===== config.mk =====
export PLATFORM = sky130hd
export DESIGN_NAME = error_stats_heatmap
export DESIGN_NICKNAME = d
export VERILOG_FILES = /design/src/rtl/error_stats_heatmap.sv
export SDC_FILE = /design/constraint.sdc
export NUM_CORES = 2
export LEC_CHECK = 0
export CORE_MARGIN = 8
export CORE_UTILIZATION = 30
export CTS_CLUSTER_DIAMETER = 120
export DETAILED_ROUTE_END_ITERATION = 8
export PLACE_DENSITY_LB_ADDON = 0.25
export SLEW_MARGIN = 20
export SYNTH_ARGS = -nofsm -noshare
export SYNTH_HDL_FRONTEND = slang
export SYNTH_SLANG_ARGS = --single-unit
export TNS_END_PERCENT = 5

===== constraint.sdc =====
create_clock -name clk_i -period 7.35 [get_ports clk_i]
set_input_delay 0.735 -clock clk_i [delete_from_list [all_inputs] [get_ports clk_i]]
set_output_delay 0.735 -clock clk_i [all_outputs]
set_load 0.01 [all_outputs]

===== src/rtl/error_stats_heatmap.sv =====
// Multi-channel error aggregator for the SDRAM stress-test top.
// Tracks per-bit decaying heat values for the video pixel path, and keeps
// cumulative error masks plus saturating event and bit-error counters per
// channel. A req/ack readback port serves the JTAG debug bridge.
//
// Readback FSM:
//   state  | meaning
//   S_IDLE | waiting for rd_req_i; accepts and snapshots the selected value
//   S_ACK  | rd_ack_o high for this one cycle; rd_req_i ignored
module error_stats_heatmap #(
    parameter int CHANNELS   = 5,
    parameter int DATAWIDTH  = 16,
    parameter int HEATBITS   = 8,
    parameter int DECAY_STEP = 1,
    parameter int COUNTWIDTH = 32,
    localparam int NCELLS    = CHANNELS * DATAWIDTH,
    localparam int IDXW      = (NCELLS > 1) ? $clog2(NCELLS) : 1
) (
    input  logic                          clk_i,
    input  logic                          reset_i,
    input  logic [CHANNELS-1:0]           err_i,
    input  logic [CHANNELS*DATAWIDTH-1:0] errbits_i,
    input  logic                          decay_stb_i,
    input  logic                          clear_i,
    input  logic [IDXW-1:0]               hm_idx_i,
    output logic [HEATBITS-1:0]           hm_q_o,
    input  logic                          rd_req_i,
    input  logic [3:0]                    rd_chan_i,
    input  logic [1:0]                    rd_sel_i,
    output logic                          rd_ack_o,
    output logic [31:0]                   rd_q_o,
    output logic                          any_err_o
);

    // Parameter ranges the datapath is sized for; anything else is rejected
    // at elaboration rather than silently truncated.
    if (CHANNELS < 1 || CHANNELS > 16) begin : g_bad_channels
        $error("error_stats_heatmap: CHANNELS must be 1..16");
    end
    if (DATAWIDTH < 1 || DATAWIDTH > 32) begin : g_bad_datawidth
        $error("error_stats_heatmap: DATAWIDTH must be 1..32");
    end
    if (HEATBITS < 1 || HEATBITS > 32) begin : g_bad_heatbits
        $error("error_stats_heatmap: HEATBITS must be 1..32");
    end
    if (COUNTWIDTH < 1 || COUNTWIDTH > 32) begin : g_bad_countwidth
        $error("error_stats_heatmap: COUNTWIDTH must be 1..32");
    end
    if (DECAY_STEP < 1) begin : g_bad_decay
        $error("error_stats_heatmap: DECAY_STEP must be >= 1");
    end

    // Counter ceiling held 33 bits wide so sum-versus-ceiling compares never
    // overflow, even with COUNTWIDTH=32 and a full-width popcount added.
    localparam logic [32:0] CNT_MAX33 = (33'd1 << COUNTWIDTH) - 33'd1;
    localparam logic [31:0] GEOMETRY  = {16'h0, 8'(CHANNELS), 8'(DATAWIDTH)};

    typedef enum logic {
        S_IDLE = 1'b0,
        S_ACK  = 1'b1
    } rd_state_t;

    function automatic logic [5:0] popcount(input logic [DATAWIDTH-1:0] v);
        logic [5:0] n;
        n = '0;
        for (int i = 0; i < DATAWIDTH; i++) begin
            n = n + 6'(v[i]);
        end
        return n;
    endfunction

    logic [HEATBITS-1:0]   heat_q [NCELLS];
    logic [HEATBITS-1:0]   heat_d [NCELLS];
    logic [DATAWIDTH-1:0]  mask_q [CHANNELS];
    logic [DATAWIDTH-1:0]  mask_d [CHANNELS];
    logic [COUNTWIDTH-1:0] evt_q  [CHANNELS];
    logic [COUNTWIDTH-1:0] evt_d  [CHANNELS];
    logic [COUNTWIDTH-1:0] bit_q  [CHANNELS];
    logic [COUNTWIDTH-1:0] bit_d  [CHANNELS];
    logic                  any_err_q;
    logic                  any_err_d;
    logic [HEATBITS-1:0]   hm_q;
    rd_state_t             rd_state_q;
    logic                  rd_ack_q;
    logic [31:0]           rd_q;
    logic [31:0]           rd_val;

    for (genvar c = 0; c < CHANNELS; c++) begin : g_chan
        for (genvar b = 0; b < DATAWIDTH; b++) begin : g_cell
            localparam int IDX = c * DATAWIDTH + b;

            // Heat cell: error load outranks decay; decay saturates at zero.
            // clear_i intentionally leaves heat alone so the display persists.
            always_comb begin
                heat_d[IDX] = heat_q[IDX];
                if (err_i[c] && errbits_i[IDX]) begin
                    heat_d[IDX] = '1;
                end else if (decay_stb_i && (heat_q[IDX] != '0)) begin
                    if (32'(heat_q[IDX]) > 32'(DECAY_STEP)) begin
                        heat_d[IDX] = heat_q[IDX] - HEATBITS'(DECAY_STEP);
                    end else begin
                        heat_d[IDX] = '0;
                    end
                end
            end
        end

        // Mask and counters: clear drops this cycle's contribution entirely.
        always_comb begin
            logic [DATAWIDTH-1:0] bits;
            logic [32:0]          sum;
            bits      = errbits_i[c*DATAWIDTH +: DATAWIDTH];
            sum       = 33'(bit_q[c]) + 33'(popcount(bits));
            mask_d[c] = mask_q[c];
            evt_d[c]  = evt_q[c];
            bit_d[c]  = bit_q[c];
            if (clear_i) begin
                mask_d[c] = '0;
                evt_d[c]  = '0;
                bit_d[c]  = '0;
            end else if (err_i[c]) begin
                mask_d[c] = mask_q[c] | bits;
                if (evt_q[c] != '1) begin
                    evt_d[c] = evt_q[c] + COUNTWIDTH'(1);
                end
                bit_d[c] = (sum > CNT_MAX33) ? CNT_MAX33[COUNTWIDTH-1:0]
                                             : sum[COUNTWIDTH-1:0];
            end
        end
    end

    // Sticky error flag, cleared by clear_i which also wins over new errors.
    always_comb begin
        any_err_d = any_err_q;
        if (clear_i) begin
            any_err_d = 1'b0;
        end else if (|err_i) begin
            any_err_d = 1'b1;
        end
    end

    // Register heat, masks, counters and the sticky flag.
    always_ff @(posedge clk_i) begin
        if (reset_i) begin
            for (int i = 0; i < NCELLS; i++) begin
                heat_q[i] <= '0;
            end
            for (int c = 0; c < CHANNELS; c++) begin
                mask_q[c] <= '0;
                evt_q[c]  <= '0;
                bit_q[c]  <= '0;
            end
            any_err_q <= 1'b0;
        end else begin
            for (int i = 0; i < NCELLS; i++) begin
                heat_q[i] <= heat_d[i];
            end
            for (int c = 0; c < CHANNELS; c++) begin
                mask_q[c] <= mask_d[c];
                evt_q[c]  <= evt_d[c];
                bit_q[c]  <= bit_d[c];
            end
            any_err_q <= any_err_d;
        end
    end

    // Pixel path: registered read of the pre-update heat value; indices past
    // the last cell read as zero.
    always_ff @(posedge clk_i) begin
        if (reset_i) begin
            hm_q <= '0;
        end else if (32'(hm_idx_i) < 32'(NCELLS)) begin
            hm_q <= heat_q[hm_idx_i];
        end else begin
            hm_q <= '0;
        end
    end

    // Readback mux; out-of-range channels read as zero for every select.
    always_comb begin
        rd_val = '0;
        if (32'(rd_chan_i) < 32'(CHANNELS)) begin
            case (rd_sel_i)
                2'd0:    rd_val = 32'(evt_q[rd_chan_i]);
                2'd1:    rd_val = 32'(bit_q[rd_chan_i]);
                2'd2:    rd_val = 32'(mask_q[rd_chan_i]);
                default: rd_val = GEOMETRY;
            endcase
        end
    end

    // Readback FSM: snapshot at accept, single-cycle ack, then back to idle.
    always_ff @(posedge clk_i) begin
        if (reset_i) begin
            rd_state_q <= S_IDLE;
            rd_ack_q   <= 1'b0;
            rd_q       <= '0;
        end else begin
            case (rd_state_q)
                S_IDLE: begin
                    if (rd_req_i) begin
                        rd_q       <= rd_val;
                        rd_ack_q   <= 1'b1;
                        rd_state_q <= S_ACK;
                    end else begin
                        rd_ack_q <= 1'b0;
                    end
                end
                default: begin
                    rd_ack_q   <= 1'b0;
                    rd_state_q <= S_IDLE;
                end
            endcase
        end
    end

    assign hm_q_o    = hm_q;
    assign rd_ack_o  = rd_ack_q;
    assign rd_q_o    = rd_q;
    assign any_err_o = any_err_q;

endmodule


==> results.yml <==
cts:
  clkLatencyLatePin_ns: 0.79
  cts_root_buffer: "clkbuf_16"
  clock_sinks: 1082
  cts_max_path_buffers: 3
  htree_levels: 4
  postCtsSetupRepairBufs: 0
  path_clk_slew_ns: 0.06
  tritoncts: "done"
  ctsHoldBuffers: 0
  cts_buffers: 133
  cts_resized: 0
yosys:
  synth.cell_area_mm2: 0.0635
  ys_async_sr_fraction: 0
  yosysTopAreaCellShare: 0.341
  syn-mean-instance-area_um2: 8.24
  synth-edff-count: 0
  netlist_instances: 7715
  synthesis.nets: 8083
  synth_seq_cells: 1082
  ys_seq_area_frac: 0.341
  synth_ff_type: "dfxtp_1"
  synth_cell_types: 84
  yosysTopAreaCell: "dfxtp_1"
  yosysWarnings: 0
  ys_top_cells_by_area: "dfxtp_1 34%, mux4_2 9.0%, a21oi_1 6.6%"
placed_design:
  postPlaceCellArea_mm2: 0.0675
  pre_cts_ws_ns: 1.28
  dp_cells: 10370
  io_buffers: 144
  gp_congestion: 0.915
  dp_hpwl_um: 166000
routing:
  ant_nets: 0
  drc: 0
  via_count: 59941
  wl_um: 226000
  drtIter0Drc: 5089
  vias_per_cell: 5.65
  wl_per_cell_um: 21.3
  dr.pass1.iters: 9
sta:
  max_slew_margin: 0.288
  setup_ws_ns: 2.01
  hold_ws_ns: 0.461
  finalHoldViolCount: 0
  slew_viol_final: 0
  fin_skew_ns: 0.0301
  fin_crit_sh: 0.727
  max_freq_mhz: 187
  min_period_ns: 5.34
  finalSetupViolations: 0
  worstMarginPinSlew_ns: 1.06
  rsz0062_at_grt: "false"
  setup_tns_ns: 0
global_routing:
  grt_pass1_vias: 55245
  grt_usage: 0.188
  overflow: 0
  grt_first_pass_wirelength_um: 342000
  grt_antenna_before_repair: 22
  grt_max_degree: 162
critical_path:
  path_class: "in -> reg"
  cp-endpoint: "bit_q[3][25]"
  critPathLaunchType: "input pin"
  r2r-end: "bit_q[0][9]"
  crit_cells: 16
  rr_worst_depth: 14
  crit_slowest_cell: "clkdlybuf4s50_1"
  endpoint_kind: "register"
  cpPeakStageDelay_ns: 0.75
  r2r_start: "bit_q[0][0]"
  worst-path-max-fanout: 13
  cp-startpoint: "errbits_i[55]"
  cp_top_family: "adder cells"
  crit_chain: "clkdlybuf4s50_1 -> inv_1 -> fa_1 -> fa_1 -> fa_1 -> fa_1 -> fa_1 -> inv_1 -> fa_1 -> a21oi_1 -> nor2_1 -> nor3_1 -> buf_4 -> o31a_1 -> and4_1 -> o22ai_1"
  arrival_ns: 5.99
  crit_path_frequent_cell: "fa_1"
  worst-r2r-setup-slack_ns: 2.55
  crit_buf_inv: 4
  crit_required_ns: 8.00
flow_run:
  maxCapViolations: 0
cells_and_area:
  areaGrowthSynthToFinish_pct: 13.3
  fin_nets: 8052
  fin_area_mm2: 0.0720
  post-route-util: 0.341
  stdcell_count: 10610
  layout_common_cells: "1082 x dfxtp_1, 842 x a21oi_1, 818 x nor2_1, 681 x nand2_1, 528 x o21ai_0"
  final_common_cell: "dfxtp_1"
  drive_gt1_frac: 0.0774
floorplanning:
  rows: 169
  ios: 145
  dieArea_mm2: 0.227
  dieHeight_um: 476
  core_area_mm2: 0.211
  start_util: 0.301
  die_w_um: 476
outcome:
  outcome: "completed"
power:
  p_clk_frac: 0.372
  seqPwrFrac: 0.387
  powerDensity_mw_per_mm2: 252
  power_mw: 18.2
  p_sw_frac: 0.330
  internal-power_mw: 12.2
  p_leak_nw: 25.7
  vdd_drop_max_v: 0.000173
  pwr-share-comb: 0.241
  p_switching_mw: 5.99
hold_path:
  hold_path_startpoint: "rd_q_o[31]"
  hold_class: "reg -> reg"
## flip-flops by register name, summed over array words and instances, names as in the netlist
register,cells
mask_q,80
heat_q,640
bit_q,160
rd_q_o,32
rd_ack_o,1
evt_q,160
any_err_o,1
hm_q_o,8
## worst reg2reg max path, cell delays in order (launching register included)
cell and delay, ns:
dfxtp_1 0.55, inv_1 0.12, fa_1 0.52, fa_1 0.60
fa_1 0.45, fa_1 0.39, inv_1 0.08, fa_1 0.25
a211oi_1 0.10, o21ai_0 0.19, buf_4 0.17, nand2_1 0.12
nor2_1 0.65, o21ai_0 0.21, a221oi_1 0.30
## area by class of cell
type | count | area (um2)
fillers | 21763 | 139000
multi-input cells | 5911 | 39200
clock inverters | 41 | 489
repair buffers | 191 | 1800
diodes | 10 | 25.0
flip-flops and latches | 1082 | 21700
well taps | 2821 | 3530
clock buffers | 189 | 3920
inverters | 365 | 1380
## cell usage after synthesis (27+ instances only)
cell type	count
dfxtp_1	1082
a21oi_1	842
nor2_1	820
nand2_1	681
o21ai_0	528
inv_1	363
nor3_1	345
a31oi_1	337
nand3_1	294
clkbuf_1	276
mux4_2	255
ha_1	205
or3_1	160
nor4_1	118
mux2i_1	109
xnor2_1	96
nand4_1	90
fa_1	60
or4_1	59
and3_1	58
o31ai_1	56
a211oi_1	55
and4_1	53
and2_1	51
buf_1	48
a21o_1	47
nand2b_1	43
a221oi_1	40
xor2_1	40
nand3b_1	38
o22ai_1	36
buf_2	32
o21a_1	31
o211a_1	30
a22oi_1	29
o211ai_1	29
nor3b_1	27
## worst min-delay path by stage
| stage | cells after the start | to |
|---|---|---|
| 6_report | 2 | rd_q_o[31] |
| 4_1_cts | 3 | bit_q[2][25] |
| 3_3_place_gp | 2 | rd_q_o[29] |
| 2_1_floorplan | 2 | mask_q[2][0] |
| 5_1_grt | 2 | rd_q_o[17] |
| 3_5_place_dp | 2 | rd_q_o[31] |
## metal layers
| layer | GRT usage | vias to the layer above | part of all wire |
|---|---|---|---|
| met5 | 0 | - | 0.00012 |
| li1 | - | 28652 | - |
| met1 | 0.243 | 28971 | 0.43 |
| met4 | 0.0953 | 4 | 0.053 |
| met2 | 0.304 | 1895 | 0.46 |
| met3 | 0.0314 | 419 | 0.059 |
## cells by family after synthesis
family,count (synthesis),share of synthesized area
fa+ha+maj,265,0.0593
compound gates,2226,0.207
flops,1082,0.341
xor+xnor,136,0.0187
mux,369,0.108
buf+inv,722,0.0433
simple gates,2915,0.222
## power by group through the flow
stage | logic, mW | clock network [mW] | registers (mW)
after global placement | 4.30 | 0 | 7.13
after detailed placement | 4.33 | 0 | 7.14
after floorplan | 3.26 | 0 | 6.86
after global routing | 4.91 | 7.15 | 7.10
final | 4.38 | 6.75 | 7.03
after CTS | 4.36 | 6.93 | 7.01
Power figures use the tool's default switching activity.
